==> src/rtl/mac_arb_pkg.sv <==
// Shared types and defaults for the round-robin MAC arbiter.
// Holds default widths, the index-width helper and the stage-1 bundle.
package mac_arb_pkg;

  localparam int WIDTH_DEF     = 8;
  localparam int OUT_WIDTH_DEF = 16;
  localparam int N_REQ_DEF     = 4;

  function automatic int id_w(input int n);
    return (n > 1) ? $clog2(n) : 1;
  endfunction

  localparam int ID_W_DEF = id_w(N_REQ_DEF);

  typedef struct packed {
    logic                   valid;
    logic [ID_W_DEF-1:0]    id;
    logic [2*WIDTH_DEF-1:0] prod;
    logic [WIDTH_DEF-1:0]   c;
  } stage1_t;

endpackage

==> src/rtl/mac_arbiter_if.sv <==
// Requester and result handshake bundle for mac_arbiter.
// master drives operands and res_ready; slave is the arbiter.
interface mac_arbiter_if #(
  parameter int WIDTH     = mac_arb_pkg::WIDTH_DEF,
  parameter int OUT_WIDTH = mac_arb_pkg::OUT_WIDTH_DEF,
  parameter int N_REQ     = mac_arb_pkg::N_REQ_DEF
);

  localparam int ID_W = mac_arb_pkg::id_w(N_REQ);

  logic [N_REQ-1:0]            req_valid;
  logic [N_REQ-1:0]            req_ready;
  logic [N_REQ-1:0][WIDTH-1:0] req_a;
  logic [N_REQ-1:0][WIDTH-1:0] req_b;
  logic [N_REQ-1:0][WIDTH-1:0] req_c;
  logic                        res_valid;
  logic                        res_ready;
  logic [ID_W-1:0]             res_id;
  logic [OUT_WIDTH-1:0]        res_data;

  modport master (
    output req_valid, req_a, req_b, req_c,
    output res_ready,
    input  req_ready,
    input  res_valid, res_id, res_data
  );

  modport slave (
    input  req_valid, req_a, req_b, req_c,
    input  res_ready,
    output req_ready,
    output res_valid, res_id, res_data
  );

endinterface

==> src/rtl/mac_pipe.sv <==
// Two-stage stallable unsigned A*B+C with requester id passthrough.
// Stage 1 registers the product, stage 2 the wrapped sum.
module mac_pipe
  import mac_arb_pkg::*;
#(
  parameter int WIDTH     = WIDTH_DEF,
  parameter int OUT_WIDTH = OUT_WIDTH_DEF,
  parameter int ID_W      = ID_W_DEF
) (
  input  logic                 clk,
  input  logic                 rst_n,
  input  logic                 en,
  input  logic                 in_valid,
  input  logic [ID_W-1:0]      in_id,
  input  logic [WIDTH-1:0]     in_a,
  input  logic [WIDTH-1:0]     in_b,
  input  logic [WIDTH-1:0]     in_c,
  output logic                 out_valid,
  output logic [ID_W-1:0]      out_id,
  output logic [OUT_WIDTH-1:0] out_data
);

  localparam int PW = 2 * WIDTH;

  typedef struct packed {
    logic             valid;
    logic [ID_W-1:0]  id;
    logic [PW-1:0]    prod;
    logic [WIDTH-1:0] c;
  } s1_t;

  s1_t                  s1;
  logic [OUT_WIDTH-1:0] sum;

  assign sum = OUT_WIDTH'(s1.prod) + OUT_WIDTH'(s1.c);

  always_ff @(posedge clk or negedge rst_n) begin
    if (!rst_n) begin
      s1        <= '0;
      out_valid <= 1'b0;
      out_id    <= '0;
      out_data  <= '0;
    end else if (en) begin
      s1.valid <= in_valid;
      if (in_valid) begin
        s1.id   <= in_id;
        s1.prod <= PW'(in_a) * PW'(in_b);
        s1.c    <= in_c;
      end
      out_valid <= s1.valid;
      if (s1.valid) begin
        out_id   <= s1.id;
        out_data <= sum;
      end
    end
  end

endmodule

==> src/rtl/mac_arbiter.sv <==
// Round-robin arbiter sharing one pipelined A*B+C unit.
// Grants at most one requester per cycle; results carry the index.
module mac_arbiter
  import mac_arb_pkg::*;
#(
  parameter int WIDTH     = WIDTH_DEF,
  parameter int OUT_WIDTH = OUT_WIDTH_DEF,
  parameter int N_REQ     = N_REQ_DEF
) (
  input  logic          clk,
  input  logic          rst_n,
  mac_arbiter_if.slave  bus
);

  localparam int ID_W = id_w(N_REQ);

  logic             en;
  logic             found;
  logic [ID_W-1:0]  ptr;
  logic [ID_W-1:0]  gnt;
  logic [N_REQ-1:0] ready;

  // rst_n gates grants so nothing is accepted while held in reset
  assign en = (!bus.res_valid || bus.res_ready) && rst_n;

  // reverse scan: the last hit is the one closest to ptr
  always_comb begin
    found = 1'b0;
    gnt   = '0;
    for (int k = N_REQ - 1; k >= 0; k--) begin
      int j;
      j = int'(ptr) + k;
      if (j >= N_REQ) j = j - N_REQ;
      if (bus.req_valid[j]) begin
        found = 1'b1;
        gnt   = ID_W'(j);
      end
    end
    found = found & en;
  end

  always_comb begin
    ready      = '0;
    ready[gnt] = found;
  end

  assign bus.req_ready = ready;

  always_ff @(posedge clk or negedge rst_n) begin
    if (!rst_n) begin
      ptr <= '0;
    end else if (found) begin
      ptr <= (gnt == ID_W'(N_REQ - 1)) ? '0
                                       : gnt + ID_W'(1);
    end
  end

  mac_pipe #(
    .WIDTH     (WIDTH),
    .OUT_WIDTH (OUT_WIDTH),
    .ID_W      (ID_W)
  ) u_pipe (
    .clk       (clk),
    .rst_n     (rst_n),
    .en        (en),
    .in_valid  (found),
    .in_id     (gnt),
    .in_a      (bus.req_a[gnt]),
    .in_b      (bus.req_b[gnt]),
    .in_c      (bus.req_c[gnt]),
    .out_valid (bus.res_valid),
    .out_id    (bus.res_id),
    .out_data  (bus.res_data)
  );

endmodule

==> src/flat_wrapper.sv <==
// flat-port wrapper written by rule: the top's interface ports become plain ports
module mac_arbiter_flat import mac_arb_pkg::*;
#(
  parameter int WIDTH     = WIDTH_DEF,
  parameter int OUT_WIDTH = OUT_WIDTH_DEF,
  parameter int N_REQ     = N_REQ_DEF
)
  (clk, rst_n, bus_req_valid, bus_req_a, bus_req_b, bus_req_c, bus_res_ready, bus_req_ready, bus_res_valid, bus_res_id, bus_res_data);
  mac_arbiter_if #(.WIDTH(WIDTH), .OUT_WIDTH(OUT_WIDTH), .N_REQ(N_REQ)) bus_i ();
  input  logic clk;
  input  logic rst_n;
  input wire logic [$bits(bus_i.req_valid)-1:0] bus_req_valid;
  input wire logic [$bits(bus_i.req_a)-1:0] bus_req_a;
  input wire logic [$bits(bus_i.req_b)-1:0] bus_req_b;
  input wire logic [$bits(bus_i.req_c)-1:0] bus_req_c;
  input wire logic [$bits(bus_i.res_ready)-1:0] bus_res_ready;
  output wire logic [$bits(bus_i.req_ready)-1:0] bus_req_ready;
  output wire logic [$bits(bus_i.res_valid)-1:0] bus_res_valid;
  output wire logic [$bits(bus_i.res_id)-1:0] bus_res_id;
  output wire logic [$bits(bus_i.res_data)-1:0] bus_res_data;
  assign bus_i.req_valid = bus_req_valid;
  assign bus_i.req_a = bus_req_a;
  assign bus_i.req_b = bus_req_b;
  assign bus_i.req_c = bus_req_c;
  assign bus_i.res_ready = bus_res_ready;
  assign bus_req_ready = bus_i.req_ready;
  assign bus_res_valid = bus_i.res_valid;
  assign bus_res_id = bus_i.res_id;
  assign bus_res_data = bus_i.res_data;
  mac_arbiter #(.WIDTH(WIDTH), .OUT_WIDTH(OUT_WIDTH), .N_REQ(N_REQ)) u_core (.clk(clk), .rst_n(rst_n), .bus(bus_i));
endmodule
==> config.mk <==
export PLATFORM = sky130hd
export DESIGN_NAME = mac_arbiter_flat
export DESIGN_NICKNAME = d
export VERILOG_FILES = /design/src/rtl/mac_arb_pkg.sv /design/src/rtl/mac_arbiter_if.sv /design/src/rtl/mac_pipe.sv /design/src/rtl/mac_arbiter.sv /design/src/flat_wrapper.sv
export SDC_FILE = /design/constraint.sdc
export NUM_CORES = 1
export LEC_CHECK = 0
export CAP_MARGIN = 5
export CORE_MARGIN = 5
export CORE_UTILIZATION = 52
export CTS_CLUSTER_DIAMETER = 80
export DETAILED_ROUTE_END_ITERATION = 8
export GPL_TIMING_DRIVEN = 0
export PLACE_DENSITY = 0.83
export SLEW_MARGIN = 10
export SYNTH_ARGS = -nofsm -noshare
export SYNTH_HDL_FRONTEND = slang
export SYNTH_SLANG_ARGS = --single-unit
==> constraint.sdc <==
create_clock -name clk -period 6.2 [get_ports clk]
set_input_delay 1.24 -clock clk [delete_from_list [all_inputs] [get_ports clk]]
set_output_delay 1.24 -clock clk [all_outputs]
set_load 0.03 [all_outputs]
==> flow_summary.ini, run 1 <==
[grt]
top_usage_layer = met2
grt_max_degree = 33
grt_pass1_vias = 5082
grt_overflow = 0
grt_use_met2 = 0.422
grt_pass1_wl_um = 23100
grt_use_total = 0.221
grt.met1_usage = 0.253
antenna_found_initial = 0
grtUsageMet3 = 0.0339

[placed_design]
pre_cts_slack_ns = -0.934
gp_congestion = 0.828
io_buffers = 125
dp_cells = 813
hpwl_um = 10600

[timing]
setup_ws_ns = -0.0596
finClkSkew_ns = 0.00852
fin_crit_sh = 1.01
rsz0062_at_grt = yes
setup_viol_count_final = 1
max_slew.worst_pin.slew_ns = 0.622
hold_viol_final = 0
max_freq_mhz = 160
hold_ws_ns = 0.492
min_period_ns = 6.26
maxSlewViolCount = 0
max_slew_margin = 0.585

[synthesis]
synth.top_cell.area_share = 0.228
syn_area_um2 = 5260
synth_edf_count = 0
synth_cell_types = 51
syn_nets = 742
synth.ff_latch_count = 48
async_reset_ff_frac = 1.00
syn_inst = 554
yosysWarnings = 0
seq_area_frac_synth = 0.228
yosys-top-cells-area = dfrtp_1 (23%), fa_1 (14%), ha_1 (11%), mux2i_1 (10%), inv_1 (4.1%)
avgSynthCellArea_um2 = 9.49
synth_ff_type = dfrtp_1
yosysTopAreaCell = dfrtp_1

[finish]
instances_no_fill = 874
fin_nets = 928
synthToLayoutAreaGrowth_pct = 44.6
n_antenna_cell = 0
drive_above_1_share = 0.221

[outcome]
violations = setup timing
status = finished with violations

[hold_path]
min_to = u_core.u_pipe.out_data[4]
hold_depth = 2
min_path_type = flop to flop
hp-start = u_core.u_pipe.out_data[4]

[worst_setup_path]
crit_path_max_incr_delay_ns = 0.59
cpMaxStageDelayCell = or4b_4
worstPathCellList = buf_6 > nor2b_4 > or4b_4 > nand2_8 > buf_12 > buf_8 > mux2i_1 > mux2_4 > buf_8 > nor2_4 > fa_1 > fa_1 > fa_1 > inv_2 > fa_1 > inv_2 > ha_4 > a2111oi_4 > o21ai_2 > a31oi_1 > xor2_1 > o21ai_1
start_kind = primary input
critical_path.max_fanout = 7
reg2reg_depth = 21
reg2reg_setup_slack_ns = 0.54
cp_data_required_time_ns = 6.37
end_kind = flop
crit_path_frequent_cell = fa_1
regToRegStartpoint = u_core.ptr[0]
cp.buffers_inverters = 6
arrival_ns = 6.43
cpLargestDelayFamily = adder cells
r2r_end = u_core.u_pipe.s1[22]
crit_type = primary input to flop

[die]
fp-row-count = 36
start_util = 0.536
io_pins = 126
core_um2 = 9820
die_w_um = 111
die_area_um2 = 12200
dieHeight_um = 111

[clock_tree]
cts_root_buf = clkbuf_8
numCtsBuffers = 5
h-tree-depth = 2
cts_tree = done
clockBufferDepth = 2
cts.hold.buffers_added = 0
clk_latency_ns = 0.30
clkSinkCount = 48
path_clk_slew_ns = 0.08

[routing]
drcViolationCount = 0
wirelength_um = 14300
first_pass_iters = 4
wl_per_cell_um = 16.4
num_vias = 4716
ant_nets = 0
routed_via_density = 5.40
drt_iter0_markers = 199

[job]
max_cap_violations = 0
-- registers in the layout (all words and copies together) (netlist names) --
register,flops
u_core.u_pipe.out_valid,1
u_core.ptr,2
u_core.u_pipe.out_data,16
u_core.u_pipe.s1,27
u_core.u_pipe.out_id,2
-- placed cells by master (no fill, tap or decap), types with 11 or more instances in the layout --
cell type / instances
clkdlybuf4s50_1: 120
mux2i_1: 53
buf_4: 49
inv_1: 49
nand2_1: 48
dfrtp_1: 48
nor2_1: 43
ha_1: 38
fa_1: 32
o21ai_0: 31
or2_1: 17
mux2_4: 14
mux2_2: 12
xor2_1: 11
-- worst register-to-register path, cell delays in order, from the launching register on --
cell       delay, ns
dfrtp_1         0.49
nor2b_4         0.07
or4b_4          0.59
nand2_8         0.14
buf_12          0.12
buf_8           0.11
mux2i_1         0.07
mux2_4          0.29
buf_8           0.14
nor2_4          0.09
fa_1            0.45
fa_1            0.54
fa_1            0.55
inv_2           0.04
fa_1            0.51
inv_2           0.05
ha_4            0.26
a2111oi_4       0.32
o21ai_2         0.15
a31oi_1         0.26
xor2_1          0.22
o21ai_1         0.07
-- cells by family (layout without fill, tap and decap cells) --
family,after synthesis,count (layout),share of synthesized area
AO/OA/AOI/OAI,90,90,0.114
adder cells (fa/ha/maj),85,85,0.255
flip-flops,48,48,0.228
AND/OR/NAND/NOR,154,154,0.137
XOR/XNOR,22,22,0.0366
multiplexers,80,80,0.163
buffers and inverters,75,262,0.0659
-- Yosys cell counts (4+ instances only) --
cell,number
fa_1,37
nand2_1,48
o21ai_0,38
nand3_1,4
xor2_1,12
nor2b_1,5
mux2_4,7
xnor2_1,10
a21oi_1,13
and2_1,5
nor2_1,58
nand2b_1,7
clkbuf_1,8
inv_1,58
or2_1,19
mux2i_1,54
dfrtp_1,48
ha_1,48
a21o_1,10
buf_4,4
mux2_2,19
-- routing by layer --
layer | part of all wire | vias to the layer above
met1 | 0.38 | 2269
met5 | 0 | -
met2 | 0.53 | 176
met4 | 0.028 | 0
met3 | 0.055 | 33
li1 | - | 2238
-- how the worst max path moves through the flow --
stage                                      end  cells after the start             start
after floorplan           u_core.u_pipe.s1[20]                     19  bus_req_valid[2]
after global placement    u_core.u_pipe.s1[20]                     20  bus_req_valid[2]
after detailed placement  u_core.u_pipe.s1[20]                     20  bus_req_valid[2]
after CTS                 u_core.u_pipe.s1[19]                     21  bus_req_valid[2]
after global routing      u_core.u_pipe.s1[22]                     22  bus_req_valid[2]
final                     u_core.u_pipe.s1[22]                     22  bus_req_valid[2]
-- metrics by stage --
step / area (um^2) / utilization / setup TNS, ns
2_1_floorplan: 5270 / - / -0.0296
3_3_place_gp: 6690 / 0.681 / -8.02
3_5_place_dp: 6700 / 0.682 / -6.31
4_1_cts: 7350 / 0.749 / 0
5_1_grt: 7600 / 0.774 / -0.331
6_report: 7600 / 0.774 / -0.0596
-- area by class of cell --
cell class                 instances  area, um^2
multi-input combinational        431        4070
fill                             644        2210
timing repair buffer             180        1740
sequential                        48        1200
inverter                          58         218
tap                              133         166
buffer                            16         115
clock buffer                       7        86.3
clock inverter                     1        7.51
-- repair_timing --
action	CTS	global route
buffers inserted	37	15
gates cloned	1	1
pin swaps	32	40
resized for setup	69	43
endpoints found under the setup margin	9	8
Power of run 1 is not shown: default switching activity piles up to over one toggle a cycle in this logic, so the estimate is an artifact.
==> run 2, diff against run 1 <==
CORE_MARGIN = default   (was 5)
==> run 2 against run 1 <==
Compared with the run above: the flow now finishes without violations; wire length shrank 6.8%; die area shrank 14%; core utilization shrank 0.94 points; global-route usage grew 3.7 points; setup slack gained 0.16 ns; clock-buffer cell count shrank 1.
==> flow_summary.ini, run 2 (synthesized netlist as in run 1, its figures left out) <==
[timing]
hold_viol_final = 0
rsz0062_at_grt = yes
max_freq_mhz = 164
max_slew_margin = 0.575
min_period_ns = 6.10
finClkSkew_ns = 0.00621
max_slew.worst_pin.slew_ns = 0.638
setup_viol_count_final = 0
fin_crit_sh = 0.983
maxSlewViolCount = 0

[routing]
ant_nets = 0
route.met2.wl_um = 7140
drt_iter0_markers = 171
num_vias = 4623
wirelength_um = 13300
dr_wl_met3_um = 492
drcViolationCount = 0
highest_layer = met4
drt-met1-wl_um = 5310
routed_via_density = 5.39
wl_per_cell_um = 15.6
first_pass_iters = 5

[outcome]
status = finished clean

[finish]
top_register = u_core.u_pipe.s1
final_cell_area_um2 = 7480
seqCellArea_um2 = 1200
synthToLayoutAreaGrowth_pct = 42.2
multi_input_area_um2 = 4070
largest_reg_flops = 27
nFillCells = 637
layout_commonest_cell = clkdlybuf4s50_1
reg.largest.list = u_core.u_pipe.s1: 27 flops, u_core.u_pipe.out_data: 16 flops
n_antenna_cell = 0
fin_nets = 912
drive_above_1_share = 0.198
final_cell_mix = clkdlybuf4s50_1 (120), inv_1 (52), mux2i_1 (51)

[worst_setup_path]
crit_type = primary input to flop
cpMaxStageDelayCell = or4b_4
critical_path.max_fanout = 7
crit_path_max_incr_delay_ns = 0.59
worstPathCellList = buf_8 > nor2b_4 > or4b_4 > nand2_8 > buf_12 > buf_16 > mux2i_2 > mux2_4 > nor2_4 > fa_1 > fa_1 > fa_1 > inv_1 > fa_1 > inv_2 > ha_4 > a2111oi_4 > o21ai_2 > a31oi_2 > xor2_1 > o21ai_1
end_kind = flop
start_kind = primary input
arrival_ns = 6.27
cp_data_required_time_ns = 6.38
cpLargestDelayFamily = adder cells
crit_path_frequent_cell = fa_1
cp.buffers_inverters = 5

[die]
io_pins = 126
core_um2 = 9770
start_util = 0.538
die_area_um2 = 10500
die_w_um = 103
dieHeight_um = 103
fp-row-count = 36

[placed_design]
hpwl_um = 9970
io_buffers = 125
gp_congestion = 0.822
placed_cell_area_um2 = 6700

[hold_path]
min_path_type = flop to flop

[clock_tree]
clkSinkCount = 48
cts_tree = done
h-tree-depth = 2
cts_root_buf = clkbuf_8
path_clk_slew_ns = 0.08
clockBufferDepth = 2
cts.hold.buffers_added = 0
numCtsBuffers = 5
clk_latency_ns = 0.30

[grt]
grt_pass1_wl_um = 21400
grt_use_total = 0.259
antenna_found_initial = 0
grt_max_degree = 40
grt_overflow = 0
grt_pass1_vias = 4762

[job]
max_cap_violations = 0
==> run 2: layout make-up <==
class | count | area share
buffer | 16 | 0.0159
clock inverter | 1 | 0.000669
clock buffer | 6 | 0.00970
inverter | 58 | 0.0291
timing repair buffer | 164 | 0.218
sequential | 48 | 0.161
tap | 133 | 0.0223
multi-input combinational | 431 | 0.544
==> run 2: what timing repair did <==
action	4_1_cts	5_1_grt
setup endpoints to repair	9	8
gates resized for setup	63	44
gates cloned	2	1
buffers inserted	26	9
pin swaps	33	31
==> run 2: per-layer routing <==
metal,vias up,GRT usage
met5,-,0
met4,0,0.0912
met3,35,0.0210
met2,151,0.512
met1,2235,0.286
li1,2202,-
==> run 2: per-stage QoR <==
step / hold slack (ns) / util / setup TNS [ns] / worst slack [ns] / instances
finish: 0.484 / 0.765 / 0 / 0.103 / 857
detailed placement: 0.472 / 0.685 / -6.62 / -0.990 / 813
CTS: 0.489 / 0.744 / 0 / 0.00764 / 848
global placement: 0.464 / 0.684 / -7.85 / -0.823 / 812
global route: 0.508 / 0.765 / -0.151 / -0.0807 / 857
floorplan: 0.446 / - / -0.0296 / -0.0296 / 554
==> run 2: worst paths after layout <==
check | endpoint | cells after the start | slack, ns | start
max in group asynchronous | u_core.u_pipe.s1[22] | 2 | 4.90 | rst_n
worst min register to register | u_core.u_pipe.out_data[6] | 2 | 0.48 | u_core.u_pipe.out_data[6]
worst max-delay path | u_core.u_pipe.s1[22] | 21 | 0.10 | bus_req_valid[2]
worst min-delay path | u_core.u_pipe.out_data[6] | 2 | 0.48 | u_core.u_pipe.out_data[6]
worst max register to register | u_core.u_pipe.s1[22] | 20 | 0.72 | u_core.ptr[0]
min in group asynchronous | u_core.u_pipe.out_valid | 1 | 0.81 | rst_n
==> run 2: worst min-delay path, stage by stage, from the launching register on <==
cell     delay [ns]
dfrtp_1        0.35
nand2_1        0.05
o21ai_0        0.06
Power of run 2 is left out for the same reason.
==> patch: new RTL, settings of run 1 <==
Change the package constant `WIDTH_DEF` from 8 to 10.
--- a/src/rtl/mac_arb_pkg.sv
+++ b/src/rtl/mac_arb_pkg.sv
@@ -2,7 +2,7 @@
 // Holds default widths, the index-width helper and the stage-1 bundle.
 package mac_arb_pkg;
 
-  localparam int WIDTH_DEF     = 8;
+  localparam int WIDTH_DEF     = 10;
   localparam int OUT_WIDTH_DEF = 16;
   localparam int N_REQ_DEF     = 4;
 
Ports: changed (resized bus_req_a, bus_req_b and bus_req_c); port bits go from 126 to 150. No check against the original RTL was run, so the function may have changed too.
==> patch against run 1 <==
- the flow still finishes with violations (negative setup slack)
- routed wire length rose by 41%
- die area is 15% higher
- sequential cell count grew 2
- area after synthesis grew 17%
- critical path depth up 5
- cell area rose by 21%
- first-iteration DRC count rose by 64%
- worst setup slack worse by 0.41 ns
- synthesized cell count is 35% higher
- hold slack lost 0.015 ns
- register-to-register slack worse by 0.54 ns
- critical path type unchanged
- largest cell class unchanged
Power is left out: the tool's default activity adds up to more than one toggle a clock period on the data nets, which glitch-free logic cannot reach.
==> patch: results (changes against run 1) <==
stage,metric,value,unit,change
route,First-pass DRT Iterations,7,,was 4
yosys,Adder-Cell Fraction of Synth Area,0.295,,was 0.255
critical_path,reg2reg end,u_core.u_pipe.s1[25]$_DFFE_PN0P_,,was u_core.u_pipe.s1[22]$_DFFE_PN0P_
yosys,"Seq/Total Area, Yosys",0.204,,was 0.228
min_path,WHS Endpoint,u_core.u_pipe.out_data[13]$_DFFE_PN0P_,,was u_core.u_pipe.out_data[4]$_DFFE_PN0P_
critical_path,Slowest cell on crit path,fa_1,,was or4b_4
route,WL met3,1.19,mm,was 781 um
yosys,ranking of synthesized cells by area,"dfrtp_1 (20%), fa_1 (19%), ha_1 (11%), nand2_1 (9.8%), inv_1 (5.1%)",,"was dfrtp_1 (23%), fa_1 (14%), ha_1 (11%), mux2i_1 (10%), inv_1 (4.1%)"
layout,fin nets,1210,,was 928
timing,Total Negative Setup Slacks,-2.30,ns,was -0.0596 ns
layout,Non-CTS buffers,241,,was 196
layout,number of clock buffers in the layout,6,,was 7
placement,Placed Area,7980,um^2,was 6700 um^2
layout,clk tree area frac,0.0169,,was 0.0123
critical_path,max incr delay on CP,0.56,ns,was 0.59 ns
clock_tree,clock-pin slew on the worst setup and hold paths,0.06,ns,was 0.08 ns
critical_path,crit-path max FO,6,,was 7
yosys,Post-Synth XOR/XNOR Area,0.0473,,was 0.0366
timing,Finish-stage setup viols,8,,was 1
global_routing,met1 global-route usage,0.298,,was 0.253
route,met1 wire length,7.44,mm,was 5.48 mm
layout,Fill cells,693,,was 644
yosys,Cell variety after synth,47,,was 51
outcome,status,finished with violations,,unchanged
timing,final setup margin,-0.467,ns,was -0.0596 ns
layout,Top Registers,"u_core.u_pipe.s1 (29), u_core.u_pipe.out_data (16)",,"was u_core.u_pipe.s1 (27), u_core.u_pipe.out_data (16)"
global_routing,first-pass GRT wire length,30.3,mm,was 23.1 mm
critical_path,Setup crit start,bus_req_valid[0],,was bus_req_valid[2]
placement,Routability Congestion,0.826,,was 0.828
outcome,violated checks,negative setup slack,,unchanged
layout,Finished Cell Area,9170,um^2,was 7600 um^2
yosys,multiplexer area fraction after synthesis,0.0577,,was 0.163
layout,Signal buf overhead,0.255,,was 0.244
min_path,Hold Crit Start,u_core.u_pipe.out_data[13]$_DFFE_PN0P_,,was u_core.u_pipe.out_data[4]$_DFFE_PN0P_
critical_path,R2R depth,26,,was 21
-- patch: logic make-up after synthesis --
family          after synthesis
fa+ha+maj                   110
flops                        50
xor+xnor                     30
compound gates              115
mux                          33
simple gates                301
buf+inv                     110
-- patch: tightest hold or removal path, stage by stage, from the launching register on --
cell and delay [ns]:
dfrtp_1 0.34, nand2_1 0.04, o21ai_0 0.06
-- patch: through the flow --
stage / cells / hold WS (ns) / setup WS [ns]
2_1_floorplan: 749 / 0.446 / -0.373
3_3_place_gp: 1041 / 0.462 / -1.47
3_5_place_dp: 1042 / 0.470 / -1.57
4_1_cts: 1106 / 0.485 / -0.395
5_1_grt: 1117 / 0.511 / -0.654
6_report: 1117 / 0.477 / -0.467
-- patch: repair_timing --
| item | 4_1_cts | 5_1_grt |
|---|---|---|
| resized for setup | 104 | 39 |
| setup endpoints to repair | 10 | 8 |
| cloned | 3 | 0 |
| pin swaps | 42 | 30 |
| setup buffers | 54 | 12 |
